### src/rtl/vga_timing_pkg.sv
// rtl/vga_timing_pkg.sv - 640x480@60Hz VGA timing constants and frame-buffer geometry
package vga_timing_pkg;

  localparam int H_VISIBLE = 640;
  localparam int H_FP      = 16;
  localparam int H_SYNC    = 96;
  localparam int H_BP      = 48;
  localparam int H_TOTAL   = H_VISIBLE + H_FP + H_SYNC + H_BP;

  localparam int V_VISIBLE = 480;
  localparam int V_FP      = 10;
  localparam int V_SYNC    = 2;
  localparam int V_BP      = 33;
  localparam int V_TOTAL   = V_VISIBLE + V_FP + V_SYNC + V_BP;

  localparam int H_SYNC_START = H_VISIBLE + H_FP;
  localparam int H_SYNC_END   = H_SYNC_START + H_SYNC - 1;
  localparam int V_SYNC_START = V_VISIBLE + V_FP;
  localparam int V_SYNC_END   = V_SYNC_START + V_SYNC - 1;

  localparam int SCALE_SHIFT = 2;
  localparam int FB_W        = 160;
  localparam int FB_H        = 120;
  localparam int FB_ADDR_W   = 15;
  localparam int CNT_W       = 10;

  // Each fb pixel covers a 4x4 block, so drop the two LSBs of each counter.
  function automatic logic [FB_ADDR_W-1:0] fb_addr(input logic [CNT_W-1:0] h,
                                                   input logic [CNT_W-1:0] v);
    return {v[8:2], h[9:2]};
  endfunction

endpackage

### src/rtl/vga_signal_gen_if.sv
// rtl/vga_signal_gen_if.sv - VGA output pins and frame-buffer port B read bus
interface vga_signal_gen_if;
  import vga_timing_pkg::*;

  logic                 VGA_HS;
  logic                 VGA_VS;
  logic [7:0]           VGA_COLOUR;
  logic                 MEM_CLK;
  logic [FB_ADDR_W-1:0] MEM_ADDR;
  logic                 MEM_DATA;

  modport master (
    output VGA_HS, VGA_VS, VGA_COLOUR, MEM_CLK, MEM_ADDR,
    input  MEM_DATA
  );

  modport slave (
    input  VGA_HS, VGA_VS, VGA_COLOUR, MEM_CLK, MEM_ADDR,
    output MEM_DATA
  );

endinterface

### src/rtl/vga_counter.sv
// rtl/vga_counter.sv - wrap counter 0..MAX with enable and terminal-count flag
module vga_counter #(
  parameter int MAX = 799,
  parameter int W   = 10
) (
  input  logic         clk,
  input  logic         rst_n,
  input  logic         en,
  output logic [W-1:0] count,
  output logic         tc
);

  logic [W-1:0] count_q, count_d;

  assign tc    = (count_q == W'(MAX));
  assign count = count_q;

  always_comb begin
    count_d = count_q;
    if (en) begin
      count_d = tc ? '0 : count_q + 1'b1;
    end
  end

  always_ff @(posedge clk or negedge rst_n) begin
    if (!rst_n) begin
      count_q <= '0;
    end else begin
      count_q <= count_d;
    end
  end

endmodule

### src/rtl/vga_signal_gen.sv
// rtl/vga_signal_gen.sv - VGA timing generator reading a 1bpp 160x120 frame buffer
module vga_signal_gen
  import vga_timing_pkg::*;
#(
  parameter int H_VIS    = H_VISIBLE,
  parameter int H_FPORCH = H_FP,
  parameter int H_SYNC_W = H_SYNC,
  parameter int H_BPORCH = H_BP,
  parameter int V_VIS    = V_VISIBLE,
  parameter int V_FPORCH = V_FP,
  parameter int V_SYNC_W = V_SYNC,
  parameter int V_BPORCH = V_BP
) (
  input  logic             CLK,
  input  logic             RESET,
  input  logic [15:0]      CONFIG_COLOURS,
  vga_signal_gen_if.master vga
);

  localparam int H_TOT = H_VIS + H_FPORCH + H_SYNC_W + H_BPORCH;
  localparam int V_TOT = V_VIS + V_FPORCH + V_SYNC_W + V_BPORCH;
  localparam logic [CNT_W-1:0] H_VIS_C = CNT_W'(H_VIS);
  localparam logic [CNT_W-1:0] H_SS_C  = CNT_W'(H_VIS + H_FPORCH);
  localparam logic [CNT_W-1:0] H_SE_C  = CNT_W'(H_VIS + H_FPORCH + H_SYNC_W - 1);
  localparam logic [CNT_W-1:0] V_VIS_C = CNT_W'(V_VIS);
  localparam logic [CNT_W-1:0] V_SS_C  = CNT_W'(V_VIS + V_FPORCH);
  localparam logic [CNT_W-1:0] V_SE_C  = CNT_W'(V_VIS + V_FPORCH + V_SYNC_W - 1);

  logic             pix_en_q, pix_en_d;
  logic             hs_q, hs_d;
  logic             vs_q, vs_d;
  logic [7:0]       colour_q, colour_d;
  logic [CNT_W-1:0] hcount, vcount;
  logic             h_tc, v_tc;
  logic             active, raw_hs, raw_vs;

  vga_counter #(.MAX(H_TOT - 1), .W(CNT_W)) u_hcnt (
    .clk(CLK), .rst_n(RESET), .en(pix_en_q), .count(hcount), .tc(h_tc)
  );

  vga_counter #(.MAX(V_TOT - 1), .W(CNT_W)) u_vcnt (
    .clk(CLK), .rst_n(RESET), .en(pix_en_q & h_tc), .count(vcount), .tc(v_tc)
  );

  assign active = (hcount < H_VIS_C) && (vcount < V_VIS_C);
  assign raw_hs = !((hcount >= H_SS_C) && (hcount <= H_SE_C));
  assign raw_vs = !((vcount >= V_SS_C) && (vcount <= V_SE_C));

  // The RAM has already returned this counter's pixel by the time the counters
  // advance, so registering here is the one-pixel delay stage for all outputs.
  always_comb begin
    pix_en_d = ~pix_en_q;
    hs_d     = hs_q;
    vs_d     = vs_q;
    colour_d = colour_q;
    if (pix_en_q) begin
      hs_d     = raw_hs;
      vs_d     = raw_vs;
      colour_d = active ? (vga.MEM_DATA ? CONFIG_COLOURS[15:8] : CONFIG_COLOURS[7:0]) : 8'h00;
    end
  end

  always_ff @(posedge CLK or negedge RESET) begin
    if (!RESET) begin
      pix_en_q <= 1'b0;
      hs_q     <= 1'b1;
      vs_q     <= 1'b1;
      colour_q <= 8'h00;
    end else begin
      pix_en_q <= pix_en_d;
      hs_q     <= hs_d;
      vs_q     <= vs_d;
      colour_q <= colour_d;
    end
  end

  assign vga.VGA_HS     = hs_q;
  assign vga.VGA_VS     = vs_q;
  assign vga.VGA_COLOUR = colour_q;
  assign vga.MEM_CLK    = pix_en_q;
  assign vga.MEM_ADDR   = active ? fb_addr(hcount, vcount) : '0;

endmodule

### src/flat_wrapper.sv
// flat-port wrapper written by rule: the top's interface ports become plain ports
module vga_signal_gen_flat import vga_timing_pkg::*;
#(
  parameter int H_VIS    = H_VISIBLE,
  parameter int H_FPORCH = H_FP,
  parameter int H_SYNC_W = H_SYNC,
  parameter int H_BPORCH = H_BP,
  parameter int V_VIS    = V_VISIBLE,
  parameter int V_FPORCH = V_FP,
  parameter int V_SYNC_W = V_SYNC,
  parameter int V_BPORCH = V_BP
)
  (CLK, RESET, CONFIG_COLOURS, vga_VGA_HS, vga_VGA_VS, vga_VGA_COLOUR, vga_MEM_CLK, vga_MEM_ADDR, vga_MEM_DATA);
  vga_signal_gen_if vga_i ();
  input  logic CLK;
  input  logic RESET;
  input  logic [15:0] CONFIG_COLOURS;
  output wire logic [$bits(vga_i.VGA_HS)-1:0] vga_VGA_HS;
  output wire logic [$bits(vga_i.VGA_VS)-1:0] vga_VGA_VS;
  output wire logic [$bits(vga_i.VGA_COLOUR)-1:0] vga_VGA_COLOUR;
  output wire logic [$bits(vga_i.MEM_CLK)-1:0] vga_MEM_CLK;
  output wire logic [$bits(vga_i.MEM_ADDR)-1:0] vga_MEM_ADDR;
  input wire logic [$bits(vga_i.MEM_DATA)-1:0] vga_MEM_DATA;
  assign vga_VGA_HS = vga_i.VGA_HS;
  assign vga_VGA_VS = vga_i.VGA_VS;
  assign vga_VGA_COLOUR = vga_i.VGA_COLOUR;
  assign vga_MEM_CLK = vga_i.MEM_CLK;
  assign vga_MEM_ADDR = vga_i.MEM_ADDR;
  assign vga_i.MEM_DATA = vga_MEM_DATA;
  vga_signal_gen #(.H_VIS(H_VIS), .H_FPORCH(H_FPORCH), .H_SYNC_W(H_SYNC_W), .H_BPORCH(H_BPORCH), .V_VIS(V_VIS), .V_FPORCH(V_FPORCH), .V_SYNC_W(V_SYNC_W), .V_BPORCH(V_BPORCH)) u_core (.CLK(CLK), .RESET(RESET), .CONFIG_COLOURS(CONFIG_COLOURS), .vga(vga_i));
endmodule
### config.mk
export PLATFORM = sky130hd
export DESIGN_NAME = vga_signal_gen_flat
export DESIGN_NICKNAME = d
export VERILOG_FILES = /design/src/rtl/vga_timing_pkg.sv /design/src/rtl/vga_signal_gen_if.sv /design/src/rtl/vga_counter.sv /design/src/rtl/vga_signal_gen.sv /design/src/flat_wrapper.sv
export SDC_FILE = /design/constraint.sdc
export NUM_CORES = 1
export LEC_CHECK = 0
export BUFFER_PORTS_ARGS = -buffer_cell sky130_fd_sc_hd__buf_2
export CAP_MARGIN = 30
export CELL_PAD_IN_SITES_DETAIL_PLACEMENT = 0
export CELL_PAD_IN_SITES_GLOBAL_PLACEMENT = 2
export CORE_MARGIN = 2
export CORE_UTILIZATION = 35
export DETAILED_ROUTE_END_ITERATION = 8
export MAX_ROUTING_LAYER = met4
export PLACE_DENSITY_LB_ADDON = 0.1
export SETUP_SLACK_MARGIN = 0.15
export SLEW_MARGIN = 5
export SYNTH_ARGS = -nofsm -noshare
export SYNTH_HDL_FRONTEND = slang
export SYNTH_HIERARCHICAL = 1
export SYNTH_SLANG_ARGS = --single-unit
### constraint.sdc
create_clock -name CLK -period 5.3 [get_ports CLK]
set_input_delay 0.265 -clock CLK [delete_from_list [all_inputs] [get_ports CLK]]
set_output_delay 0.265 -clock CLK [all_outputs]
set_load 0.01 [all_outputs]
Word-level counts from Yosys, hierarchy flattened
Index checks and enable logic that the tools add are counted.

cells by class
  reduce and logical (&&, ||, !) cells = 5
  bitwise logic cells = 2
  mux-type cells = 5
  add/subtract/negate cells = 2
  order comparisons = 6
  equal/unequal tests = 2

operators with widths
  cell                   number
  $add 10x1->10 const B  2
  $eq 10x10->1 const B   2
  $mux 10                2
  $mux 8                 2
  $mux 15                1
  $ge 10x10->1 const B   1
  $ge 10x9->1 const B    1
  $le 10x10->1 const B   1
  $le 10x9->1 const B    1
  $lt 10x10->1 const B   1
  $lt 10x9->1 const B    1
  $logic_and 1x1->1      3
  $logic_not 1->1        2
  $and 1x1->1            1
  $not 1->1              1

word-level totals
  output and inout bits = 26
  register bits = 31
  input bits = 19
  logic and storage cells = 28

Logic depth before layout (Yosys ltp)
  depth in word-level cells = 3
  mapped depth = 8
  mapped depth without buffers = 7

By module
Netlist, hierarchy kept.

by module, submodules not included
  module                        seq. area each (um2)  area an instance (um2)  cells each  instances
  vga_signal_gen                277.8                 749.5                   71          1
  vga_counter at u_core.u_vcnt  250.2                 536.8                   52          1
  vga_counter at u_core.u_hcnt  250.2                 511.7                   50          1

Worst setup path before layout
Ideal clock, no wire load.

  kind = register to register
  start = register u_core.u_hcnt.count_q[5], in the netlist u_core/u_hcnt/count[5]
  end = register u_core.u_vcnt.count_q[9], in the netlist u_core/u_vcnt/count[9]
  data required time = 5.213 ns
  path slack = 3.283 ns
  period minus slack after synthesis = 2.017 ns
  library setup time = 0.087 ns
  stages on the path, launching flop included = 7
  arrival = 1.930 ns
  buffers on the path = 0
  cells stage by stage = dfrtp_1 nand4bb_1 nor4_1 and2_1 nand3_1 or4_1 a22oi_1

on the way
  longest elaborated chain between the ends = 2

RTL lines
  what                    RTL line              source
  from (decl)             vga_counter.sv:13     logic [W-1:0] count_q, count_d;
  from (signal assigned)  vga_counter.sv:29     count_q <= count_d;
  $eq 10x10->1            vga_counter.sv:15     assign tc = (count_q == W'(MAX));
  via u_core.h_tc         vga_signal_gen.sv:34  logic h_tc, v_tc;
  $and 1x1->1             vga_signal_gen.sv:42  .clk(CLK), .rst_n(RESET), .en(pix_en_q & h_tc), .count(vcount), .tc(v_tc)
  to (signal assigned)    vga_counter.sv:29
  to (decl)               vga_counter.sv:13

The timed path passes the listed nets, and every way through them passes these cells.
A chain may end at the register's enable or synchronous reset.

Worst setup path in the final report
Same ends and word-level chain as after synthesis.

==> impl_metrics.json <==
{
  "instances_no_fill": 289,
  "htreeDepth": 2,
  "routed_wl_um": 4140,
  "rr_endpoint": "u_core/u_vcnt/count[9]$_DFFE_PN0P_",
  "clock-root-buffer": "clkbuf_8",
  "cts_resized": 0,
  "vdd_drop_max_mv": 0.131,
  "synthFlopType": "dfrtp_1",
  "start_kind": "flip-flop",
  "power_uw": 519,
  "die_w_um": 75.7,
  "gr-total-overflow": 0,
  "endpoint_kind": "flip-flop",
  "hold_viol": 0,
  "r2r_cells": 6,
  "viasPerCell": 5.08,
  "critical_path.max_fanout": 11,
  "worst-slew-pin-transition_ps": 718,
  "place_congestion": 0.834,
  "io_buffers": 44,
  "clock_sinks": 31,
  "syn_nets": 195,
  "start_util": 0.357,
  "synth_area_leaders": "dfrtp_1 40%, o32ai_2 7.2%, and2_1 5.2%, mux2i_1 5.0%, dfstp_2 2.9%",
  "cap_violations": 0,
  "report.final.setup_viol": 0,
  "insertion_delay_ps": 280,
  "fmax_ghz": 0.392,
  "cellPowerDensity_mw_per_mm2": 237,
  "synth_top_cell_by_area": "dfrtp_1",
  "design_area_mm2": 0.00219,
  "ys_seq_elements": 31,
  "drive_gt1_frac": 0.333,
  "fin_crit_sh": 0.481,
  "hold_buffers": 0,
  "postCtsSetupBuffers": 0,
  "cts_tree": "done",
  "fin_util": 0.435,
  "numPlacedInstances": 281,
  "timing.rr.start": "u_core/u_hcnt/count[5]$_DFFE_PN0P_",
  "clk_pin_slew_ps": 70,
  "drt_iter0_drc": 81,
  "cts_buffers": 5,
  "dpl.hpwl_um": 2940,
  "synthArstFlopShare": 1.00,
  "dpl_cell_area_mm2": 0.00207,
  "grt_pass1_vias": 1419,
  "required_ps": 5500,
  "diodes": 0,
  "die_area_mm2": 0.00573,
  "avgSynthCellArea_um2": 10.4,
  "hold_class": "primary input to asynchronous set/reset pin",
  "route.vias.total": 1469,
  "ys_types": 46,
  "min_period_ps": 2550,
  "slew_headroom": 0.521,
  "status": "finished clean",
  "grt_pass1_wl_um": 6710,
  "wl_per_cell_um": 14.3,
  "synth-warning-count": 6,
  "arrival_ps": 2750,
  "syn_area_mm2": 0.00180,
  "ys_seq_area_frac": 0.433,
  "drc_errors": 0,
  "pre_cts_ws_ps": 2750,
  "antenna_found_initial": 0,
  "setup_slack_ps": 2750,
  "core_mm2": 0.00504,
  "die_h_um": 75.7,
  "first_pass_iters": 4,
  "clockBufferDepth": 2,
  "fin_tns_setup_ps": 0,
  "syn2layout_area_growth_pct": 21.9,
  "grt_max_degree": 32,
  "fin_hold_ws_ps": 33.2,
  "nets": 240,
  "path_class": "flip-flop to flip-flop",
  "maxSlewViolCount": 0,
  "io-pin-count": 45,
  "rrSetupSlack_ps": 2750,
  "synth_edf_count": 0,
  "synth_cells": 173,
  "p_leak_nw": 1.05,
  "rsz0062_at_grt": "no",
  "antenna_left": 0,
  "nFillCells": 519,
  "skew_ps": 5.71,
  "rows": 26,
  "yosysTopAreaCellShare": 0.404,
  "grtUsageTotal": 0.164
}
==> kinds of logic (layout without fill, tap and decap cells) <==
group           count (synthesis)  count (layout)  synth area share
simple gates                   72              72             0.254
flops                          31              31             0.433
compound gates                 27              27             0.141
buf+inv                        21              67            0.0508
mux                            10              10            0.0564
xor+xnor                        9               9            0.0438
fa+ha+maj                       3               3            0.0209
==> sequential cells by signal, indices dropped and copies added, names as in the netlist <==
name / cells
u_core/vga.VGA_COLOUR: 8
u_core/vga.MEM_CLK: 1
u_core/vga.VGA_VS: 1
u_core/vga.VGA_HS: 1
u_core/u_vcnt/count: 10
u_core/u_hcnt/count: 10
==> layout by cell type (no fill, tap or decap), types with 4 or more instances in the layout <==
master / synthesis / final
o31ai_1: 4 / 4
mux2i_1: 9 / 9
dfrtp_1: 29 / 29
xor2_1: 6 / 6
o32ai_2: 8 / 8
and2_1: 15 / 15
nand2_1: 10 / 10
nor2_1: 5 / 5
nor3_1: 5 / 5
buf_2: 1 / 44
nand4_1: 5 / 5
clkbuf_8: 0 / 6
o21ai_0: 5 / 5
inv_1: 14 / 14
nand3_1: 7 / 7
==> synthesized netlist by cell type (2+ instances only) <==
| master | instances |
|---|---|
| clkbuf_2 | 3 |
| dfstp_2 | 2 |
| a21oi_1 | 3 |
| nand3_1 | 7 |
| nand2b_1 | 3 |
| nand4_1 | 5 |
| nor4_1 | 3 |
| o22ai_1 | 2 |
| nor2_1 | 5 |
| nor3_1 | 5 |
| dfrtp_1 | 29 |
| o21ai_0 | 5 |
| nand2_1 | 10 |
| xnor2_1 | 3 |
| mux2i_1 | 9 |
| xor2_1 | 6 |
| or4_1 | 2 |
| nor4b_1 | 3 |
| ha_1 | 3 |
| o31ai_1 | 4 |
| inv_1 | 14 |
| and3_1 | 2 |
| o32ai_2 | 8 |
| and2_1 | 15 |
==> worst max-delay path, stage by stage (launching register included) <==
cell       delay, ps
dfrtp_1          470
nand4bb_1        280
nor4_1           420
and2_1           420
nand3_1          200
or4_1            530
a22oi_1          160
==> report_power, final <==
part / switching (mW) / internal [mW]
Combinational: 0.0173 / 0.0164
Clock: 0.0901 / 0.152
Sequential: 0.00217 / 0.241
Total: 0.110 / 0.410
==> layer usage <==
metal,share of wire,vias to the layer above,GRT usage
li1,-,710,-
met1,0.44,723,0.198
met2,0.51,32,0.264
met3,0.040,4,0.0476
met4,0.0068,0,0.0526
met5,0,-,-
==> worst max path at each step <==
stage                                            start                                 end  slack, ps  cells after the start
detailed placement  u_core/u_hcnt/count[5]$_DFFE_PN0P_  u_core/u_vcnt/count[9]$_DFFE_PN0P_       2750                      6
finish              u_core/u_hcnt/count[5]$_DFFE_PN0P_  u_core/u_vcnt/count[9]$_DFFE_PN0P_       2750                      6
CTS                 u_core/u_hcnt/count[5]$_DFFE_PN0P_  u_core/u_vcnt/count[9]$_DFFE_PN0P_       2730                      6
floorplan           u_core/u_hcnt/count[5]$_DFFE_PN0P_  u_core/u_vcnt/count[9]$_DFFE_PN0P_       3280                      6
global placement    u_core/u_hcnt/count[5]$_DFFE_PN0P_  u_core/u_vcnt/count[9]$_DFFE_PN0P_       2790                      6
global route        u_core/u_hcnt/count[5]$_DFFE_PN0P_  u_core/u_vcnt/count[9]$_DFFE_PN0P_       2500                      6
==> layout make-up <==
class / count / area, µm² / area share
Clock buffer: 6 / 82.6 / 0.0377
Clock inverter: 2 / 35.0 / 0.0160
Inverter: 14 / 52.6 / 0.0240
Multi-Input combinational cell: 121 / 928 / 0.424
Sequential cell: 31 / 778 / 0.355
Tap cell: 70 / 87.6 / 0.0400
Timing Repair Buffer: 45 / 228 / 0.104
No activity file was read; power rests on OpenSTA's default activity.
